$ cat config.mk
export PLATFORM = sky130hd
export DESIGN_NAME = ror4_seq
export DESIGN_NICKNAME = d
export VERILOG_FILES = /design/src/rtl/ror4_pkg.sv /design/src/rtl/ror1_step.sv /design/src/rtl/ror4_seq.sv
export SDC_FILE = /design/constraint.sdc
export NUM_CORES = 1
export LEC_CHECK = 0
export CORE_UTILIZATION = 48
export CTS_CLUSTER_DIAMETER = 150
export CTS_CLUSTER_SIZE = 10
export DETAILED_ROUTE_END_ITERATION = 16
export GPL_ROUTABILITY_DRIVEN = 1
export PLACE_DENSITY = 0.86
export SLEW_MARGIN = 15
export SYNTH_ARGS = -nofsm -noshare
export SYNTH_HDL_FRONTEND = slang
export SYNTH_HIERARCHICAL = 1
export SYNTH_SLANG_ARGS = --single-unit
export TNS_END_PERCENT = 5
$ cat constraint.sdc
create_clock -name clk -period 1.34 [get_ports clk]
set_clock_uncertainty 0.05 [all_clocks]
set_input_delay 0.335 -clock clk [delete_from_list [all_inputs] [get_ports clk]]
set_output_delay 0.335 -clock clk [all_outputs]
set_load 0.1 [all_outputs]
$ cat src/rtl/ror4_pkg.sv
// Shared definitions for the iterative right-shift/rotate unit (ror4_seq).
package ror4_pkg;

    localparam int ROR_W     = 4;
    localparam int ROR_CNT_W = 2;

    // Mode bit latched with the operand: zero-fill shift or rotate.
    localparam logic MODE_SHL0 = 1'b0;
    localparam logic MODE_ROT  = 1'b1;

    typedef enum logic [1:0] {
        IDLE  = 2'd0,
        SHIFT = 2'd1,
        DONE  = 2'd2
    } state_t;

endpackage : ror4_pkg

$ cat src/rtl/ror1_step.sv
// One-position right step: rotate (wrap bit 0 to the MSB) or logical shift
// (zero fill). bit_out is the bit leaving position 0.
module ror1_step
    import ror4_pkg::*;
#(
    parameter int WIDTH = ROR_W
) (
    input  logic [WIDTH-1:0] d,
    input  logic             rot,
    output logic [WIDTH-1:0] q,
    output logic             bit_out
);

    // Select fill bit for the vacated MSB from the mode.
    always_comb begin
        bit_out = d[0];
        if (rot == MODE_ROT) begin
            q = {d[0], d[WIDTH-1:1]};
        end else begin
            q = {1'b0, d[WIDTH-1:1]};
        end
    end

endmodule : ror1_step

$ cat src/rtl/ror4_seq.sv
// Iterative right-shift/rotate unit: latches operand, amount and mode on an
// accepted start, moves one bit per clock, then pulses done with the result.
// Optional feature: define ROR4_CARRY_EN to add the cout port (last bit
// shifted out, registered alongside out).
module ror4_seq
    import ror4_pkg::*;
#(
    parameter int WIDTH = ROR_W,
    parameter int CNT_W = ROR_CNT_W
) (
    input  logic             clk,
    input  logic             rst,
    input  logic             start,
    input  logic [WIDTH-1:0] in,
    input  logic [CNT_W-1:0] s,
    input  logic             rot,
    output logic [WIDTH-1:0] out,
    output logic             busy,
    output logic             done
`ifdef ROR4_CARRY_EN
    ,
    output logic             cout
`endif
);

    localparam logic [CNT_W-1:0] CNT_ONE = {{(CNT_W-1){1'b0}}, 1'b1};

    state_t           state_r;
    state_t           state_nxt_s;
    logic [WIDTH-1:0] wreg_r;
    logic [CNT_W-1:0] cnt_r;
    logic             mode_r;
    logic [WIDTH-1:0] out_r;
    logic             busy_r;
    logic             done_r;
    logic             load_s;
    logic [WIDTH-1:0] res_s;
    logic             res_cout_s;
    logic [WIDTH-1:0] step_q_s;
    logic             step_bit_s;

    // Start is only honoured outside SHIFT; a start in DONE chains directly.
    assign load_s = start && (state_r != SHIFT);

    ror1_step #(
        .WIDTH (WIDTH)
    ) u_step (
        .d       (wreg_r),
        .rot     (mode_r),
        .q       (step_q_s),
        .bit_out (step_bit_s)
    );

    // Next-state decode and the value captured into out on entry to DONE.
    always_comb begin
        state_nxt_s = state_r;
        res_s       = step_q_s;
        res_cout_s  = step_bit_s;
        case (state_r)
            IDLE, DONE: begin
                if (load_s) begin
                    // Zero-amount request completes straight away with in unchanged.
                    res_s      = in;
                    res_cout_s = 1'b0;
                    if (s != '0) begin
                        state_nxt_s = SHIFT;
                    end else begin
                        state_nxt_s = DONE;
                    end
                end else begin
                    state_nxt_s = IDLE;
                end
            end
            SHIFT: begin
                // The final step's result goes straight into out so it is
                // valid during the done cycle.
                if (cnt_r == CNT_ONE) begin
                    state_nxt_s = DONE;
                end else begin
                    state_nxt_s = SHIFT;
                end
            end
            default: begin
                state_nxt_s = IDLE;
            end
        endcase
    end

    // State, working registers and registered outputs.
    always_ff @(posedge clk) begin
        if (rst) begin
            state_r <= IDLE;
            wreg_r  <= '0;
            cnt_r   <= '0;
            mode_r  <= MODE_SHL0;
            out_r   <= '0;
            busy_r  <= 1'b0;
            done_r  <= 1'b0;
        end else begin
            state_r <= state_nxt_s;
            if (load_s) begin
                wreg_r <= in;
                cnt_r  <= s;
                mode_r <= rot;
            end else if (state_r == SHIFT) begin
                wreg_r <= step_q_s;
                cnt_r  <= cnt_r - CNT_ONE;
            end else begin
                wreg_r <= wreg_r;
                cnt_r  <= cnt_r;
            end
            busy_r <= (state_nxt_s == SHIFT);
            done_r <= (state_nxt_s == DONE);
            if (state_nxt_s == DONE) begin
                out_r <= res_s;
            end else begin
                out_r <= out_r;
            end
        end
    end

    assign out  = out_r;
    assign busy = busy_r;
    assign done = done_r;

`ifdef ROR4_CARRY_EN
    logic cout_r;

    // Carry of the final step, captured and held together with out.
    always_ff @(posedge clk) begin
        if (rst) begin
            cout_r <= 1'b0;
        end else if (state_nxt_s == DONE) begin
            cout_r <= res_cout_s;
        end else begin
            cout_r <= cout_r;
        end
    end

    assign cout = cout_r;
`else
    logic unused_carry_s;
    assign unused_carry_s = res_cout_s;
`endif

endmodule : ror4_seq

==> results.md, run 1 <==
Outcome:
- The flow ran to the end, and the final reports show no timing, DRC or antenna violations.

Routing:
- After detailed routing, the number of vias per cell comes to 5.443.
- The sum of met3 wire segment lengths after detailed routing is 58 µm.
- In this run, the number of DRC markers left after iteration 0 of detailed routing was 11.
- Dividing the detail-routed wire length by the instance count gives 14.01 µm.
- The length of routed met2 wiring is 733 µm.
- The DRC violation count after routing is 0.
- In the final routing, the length of wire on met1 measures 693 µm.
- The uppermost signal routing layer after detailed routing is met3.
- The number of iterations in the first detailed-routing pass is 2.
- The total number of vias is 577.
- The total wirelength of the detailed-routed design is 1.485 mm.
- The post-route antenna net violation count is 0.

Timing:
- The worst hold slack is 354.4 ps.
- The final number of setup-violating endpoints is 0.
- Adding up every negative setup slack in the final design gives 0 ps.
- The number of max-slew violations in the final report is 0.
- The achievable frequency is 780.1 MHz.
- The final-report hold violation count is 0.
- The final critical-path required period is 1282 ps.
- The worst slew margin relative to its limit is 83.71%.
- For the pin with the worst max-slew slack, the measured transition is 237.6 ps.
- The worst path meets setup with 58.09 ps of slack.
- The final worst-path cycle share is 95.66%.

Synthesis:
- The netlist area before placement is 728.2 µm².
- Counting every instance in the synthesized netlist gives 73.
- The synthesized net count is 84.
- The average instance area after synthesis is 9.975 µm².
- The synthesis warning total is 6.

Place:
- The area of placed instances is 942.2 µm².
- Timing analysis after detailed placement gives a worst setup slack of -420.8 ps.
- The total of buffers placed on input and output ports is 15.
- The wire-length estimate of the detail-placed layout is 1.080 mm.
- The global placement routability congestion is 0.7763.
- In this run, placement finished with an instance count of 101.

Global route:
- The overall fraction of global-route tracks in use is 21.53%.
- The number of antenna violations at the first check in global routing came to 0.
- Entering global routing, the biggest net connects 11 pins.
- The sum of overflow across all layers after global routing is 0.
- The via count of the first global-routing pass is 553.
- The first-pass GRT wire length is 2.297 mm.

Finish:
- The final cell area excluding filler cells is 1002 µm².
- The sequential cell area is 302.8 µm².
- The growth of design area from synthesis to finish is 37.63%.
- The fill cell total of the finished layout is 93.
- Leaving out filler cells and counting taps, the final layout contains 106.
- The top cell types in the final layout, fill and taps aside, are dfxtp_1, mux2i_1, nor2_1, a211oi_1, buf_4.
- The fraction of final layout cells sized beyond drive strength 1 is 31.87%.
- Summing all multi-input logic gate instances after layout gives 387.9 µm².
- The most common cell after layout, fill and taps aside is dfxtp_1.
- The number of inserted diodes is 0.
- Cells fill 74.24% of the core in the end.
- The net count reported at finish is 103.

Power:
- VDD sags by at most 0.8653 mV.
- The overall power of the completed layout is 1.114 mW.
- The leakage power is 0.4255 nW.
- The total power per unit cell area is 1112 nW/µm².

Floorplanning:
- For this configuration, the core starts out at a cell density of 53.94%.
- The core outline area is 1350 µm².
- The full die area is 1677 µm².
- The die span in x is 40.95 µm.
- The count of boundary I/O pins is 16.
- The floorplan has 13 rows.
- The floorplan step set the die height to 40.95 µm.

Clocking:
- The clock-pin slew of the registers on the worst-case setup and hold paths is 80 ps.
- CTS built an H-tree with a depth of 1.
- The clock latency on the worst-skew pair is 280 ps.
- The CTS tree is built.
- The maximum clock insertion buffer count is 2.
- The tree built by TritonCTS fans out to 15 sinks.
- The tree is rooted in a clkbuf_4.
- The number of clock buffers added by TritonCTS is 3.

Hold path:
- The min-delay analysis places its worst path in the category in -> reg.
- The worst hold path passes through 3 cells.
- The startpoint identified for the worst hold timing path is s[1].

Setup path:
- The critical path runs through a total of 3 cells.
- The kind of end point of the critical path is a flop.
- The highest cell delay on the worst timing path is 560 ps.
- Setup slack on the worst reg-to-reg path comes out at 60 ps.
- For the worst flop-to-flop path, the logic depth is 3.
- Walking the worst path, the cells encountered are or4b_4 > nand2_2 > a211oi_2.
- The buffers plus inverters on the worst setup path is 0.
- STA classifies the critical path startpoint as a flop.
- In this run the critical register-to-register path is launched from state_r[0].
- Among cell families on the critical path, the largest total delay comes from simple AND/OR/NAND/NOR gates.
- The arrival time reported for the critical path endpoint is 1400 ps.
- At the worst endpoint, the required time is 1450 ps.
- The critical path starts at state_r[0].
- The largest fanout on the critical path is 6.
- The critical path in this run is classified as reg -> reg.
- The slowest stage of the critical path belongs to the cell or4b_4.

Flow run:
- Max-cap violations in this run came to 0.
## worst paths after layout
path,to
worst max register to register,out[0]
worst max-delay path,out[0]
worst min register to register,wreg_r[1]
worst min-delay path,state_r[1]
## metal layers
| metal | track usage (%) | vias to the layer above |
|---|---|---|
| met4 | 9.167 | 0 |
| li1 | - | 298 |
| met5 | 0 | - |
| met3 | 11.41 | 0 |
| met2 | 33.59 | 12 |
| met1 | 24.09 | 267 |
## report_power, final
part	internal (mW)	switching (mW)	leakage, nW
Combinational	0.150	0.194	0.286
Clock	0.116	0.135	0.0150
Sequential	0.486	0.0341	0.124
## registers in the layout (all words and copies together) (netlist names)
| register | flops |
|---|---|
| state_r | 2 |
| mode_r | 1 |
| out | 4 |
| busy | 1 |
| done | 1 |
| wreg_r | 4 |
| cnt_r | 2 |
## final cells by class
cell class	instances	area share [%]
inverters	1	0.3745
well taps	15	1.873
repair buffers	22	26.22
multi-input cells	49	38.70
clock buffers	4	2.622
flip-flops and latches	15	30.21
## what timing repair did
item,CTS,global route
hold buffers,0,0
gates resized for setup,2,8
pin swaps,7,3
endpoints found under the setup margin,6,8
hold endpoints to repair,0,0
setup buffers,0,1
## worst min-delay path, cell delays in order
cell and delay [ps]:
dlymetal6s2s_1 110, or4b_4 140, a21oi_1 60
Power figures use the tool's default switching activity.
==> run 2, diff against run 1 <==
Settings changed: CORE_MARGIN from default to 4, GPL_TIMING_DRIVEN from default to 0.
==> run 2 against run 1 <==
Critical path depth is 2 lower; routed wire length is 7.5% higher; count of clock-buffer cells in the layout stayed put; critical endpoint is now out[2]; largest power group unchanged.
==> results.md, run 2 (same netlist as run 1, synthesis figures left out) <==
Outcome:
- The flow ran to the end, and the final reports show no timing, DRC or antenna violations.

Setup path:
- STA classifies the critical path startpoint as a flop.
- The critical path starts at out[2].
- The slowest stage of the critical path belongs to the cell dfxtp_1.
- Together, buffers and inverters on the worst path number 1.
- The kind of cell adding the most delay to the critical path is flip-flops.
- Walking the worst path, the cells encountered are buf_4.
- The critical path class is reg -> out.
- Along the worst path, the maximum fanout reaches 2.
- The most critical setup path has its endpoint at out[2].
- The setup slack of the worst register-to-register path is 60 ps.
- The highest cell delay on the worst timing path is 340 ps.
- For the worst setup path, the data arrival time is 910 ps.
- The number of cells on the worst reg-to-reg path is 3.
- STA classifies the critical path endpoint as a primary output.
- The endpoint identified for the worst register-to-register timing path is out[3].
- The launch point of the worst reg-to-reg path is state_r[0].
- In this run the number of cells on the critical path is 1.
- The data required time of the critical path is 950 ps.

Finish:
- The fraction of final layout cells sized beyond drive strength 1 is 29.03%.
- Once layout is done, the placed cells without fillers occupy 932.1 µm².
- The most common cell after layout, fill and taps aside is dfxtp_1.
- The growth of design area from synthesis to finish is 28.01%.
- The final layout contains 105 nets.
- Leaving out filler cells and counting taps, the final layout contains 108.
- Fill cells in the final layout number 114.
- The number of inserted diodes is 0.
- The top cell types in the final layout, fill and taps aside, are dfxtp_1, buf_4, mux2i_1, a211oi_1, nor2_1.

Clocking:
- The maximum clock insertion buffer count is 2.
- The clock latency on the worst-skew pair is 280 ps.
- The CTS tree is built.
- The cell chosen for the clock root is clkbuf_4.
- CTS built an H-tree with a depth of 1.
- TritonCTS created 3 clock buffers.
- For this design, the sink count on the clock tree is 15.
- Clock-pin slew was measured on the worst setup and hold paths at 90 ps.

Timing:
- The number of max-slew violations in the final report is 0.
- The final number of setup-violating endpoints is 0.
- Subtracting the final worst setup slack from the clock period gives 1292 ps.
- For the pin with the worst max-slew slack, the measured transition is 288.2 ps.
- The final-report hold violation count was 0.
- Timing would allow up to 773.9 MHz.
- The final worst-path cycle share is 96.43%.
- The worst slew margin relative to its limit is 80.71%.
- The final sum of negative setup slack is 0 ps.
- Setup repair after global routing left no endpoint under its margin.

Power:
- For this design the ratio of total power to cell area is 1170 nW/µm².
- The internal portion of the total power is 729.4 µW.
- The sequential share of power is 46.7%.
- Combinational logic is responsible for 29.7% of the overall power.
- VDD sags by at most 0.6804 mV.
- For this design the static power due to leakage is 0.4054 nW.
- The power dissipated by switching net loads is 360.9 µW.
- The switching part of the total power is 33.10%.
- The clock network is responsible for 23.6% of the overall power.

Routing:
- The total wirelength of the detailed-routed design is 1.596 mm.
- Summing over every cut layer, the via total after detailed routing is 602.
- Once detail routing completed, the nets flagged for antenna violations numbered 0.
- The DRC violation count after routing is 0.
- In the routed layout, each cell is associated on average with a via count of 5.574.
- After detailed routing, the average wire length per cell comes to 14.78 µm.
- The count of routing violations after the opening detailed-route iteration is 6.
- The number of iterations in the first detailed-routing pass is 4.

Global route:
- The sum of overflow across all layers after global routing is 0.
- In the global route stage, overall resource usage came out at 17.51%.
- The pin count of the biggest net entering global routing is 11.
- The first global-routing pass estimated 2.615 mm of wire.
- The number of antenna violations at the first check in global routing came to 0.
- The via count of the first global-routing pass is 557.

Floorplanning:
- For this configuration, the core starts out at a cell density of 53.30%.
- The die boundary height is 46.95 µm.
- The floorplan step defined a core boundary enclosing 1366 µm².
- The die is 46.95 µm wide.
- The full die area is 2204 µm².
- The number of rows created at floorplan is 13.
- The count of boundary I/O pins is 16.

Place:
- After detailed placement, the total cell area comes to 898.4 µm².
- The total of buffers placed on input and output ports is 15.
- Counting tap cells, the placed design contains a total of 103 instances.
- The global placement routability congestion is 0.7675.
- Once detailed placement completed, the half-perimeter wirelength came to 1.112 mm.

Hold path:
- The path class of the tightest hold or removal check is reg -> reg.

Flow run:
- Across the run, the number of max-cap violations was 0.
[run 2: tightest hold or removal path, stage by stage (launching register included)]
cell and delay, ps:
dfxtp_1 340, nand3b_1 90, a31oi_1 70
[run 2: layout make-up]
| cell class | count | area [µm²] | share of cell area (%) |
|---|---|---|---|
| multi-input combinational | 49 | 371.6 | 39.87 |
| buffer | 8 | 62.56 | 6.711 |
| timing repair buffer | 16 | 146.4 | 15.70 |
| inverter | 1 | 3.754 | 0.4027 |
| tap | 15 | 18.77 | 2.013 |
| clock buffer | 4 | 26.28 | 2.819 |
| sequential | 15 | 302.8 | 32.48 |
[run 2: stage by stage]
| stage | hold WS [ps] | total power [mW] | setup slack (ps) | utilization, % |
|---|---|---|---|---|
| after global routing | 522.3 | 1.150 | 8.401 | 68.22 |
| final | 492.5 | 1.090 | 47.88 | 68.22 |
| after CTS | 489.3 | 1.089 | 3.150 | 67.22 |
| after global placement | 461.7 | 0.8295 | -491.3 | 65.75 |
| after detailed placement | 475.1 | 0.8368 | -514.6 | 65.75 |
| after floorplan | 350.3 | 0.7493 | -68.68 | - |
[run 2: timing repair]
action	in CTS	in global routing
setup endpoints to repair	12	11
buffers inserted	1	0
resized for setup	40	7
hold endpoints to repair	0	0
hold buffers	0	0
[run 2: how the worst min path moves through the flow]
stage	from	depth (start not counted)	endpoint
2_1_floorplan	rst	1	out[0]
3_3_place_gp	cnt_r[0]	2	cnt_r[0]
3_5_place_dp	cnt_r[0]	2	cnt_r[0]
4_1_cts	cnt_r[0]	2	cnt_r[0]
5_1_grt	cnt_r[0]	2	cnt_r[0]
6_report	cnt_r[0]	2	cnt_r[0]
[run 2: power groups by stage]
stage	Combinational, mW	Sequential, mW	Clock (mW)
2_1_floorplan	0.140	0.610	0
3_3_place_gp	0.314	0.515	0
3_5_place_dp	0.319	0.518	0
4_1_cts	0.316	0.507	0.265
5_1_grt	0.346	0.514	0.290
6_report	0.324	0.510	0.257
[run 2: per-layer routing]
layer	track usage [%]	wire length (µm)
met1	21.89	676
met3	3.448	65
met4	12.71	42
met5	0	0
met2	26.56	813
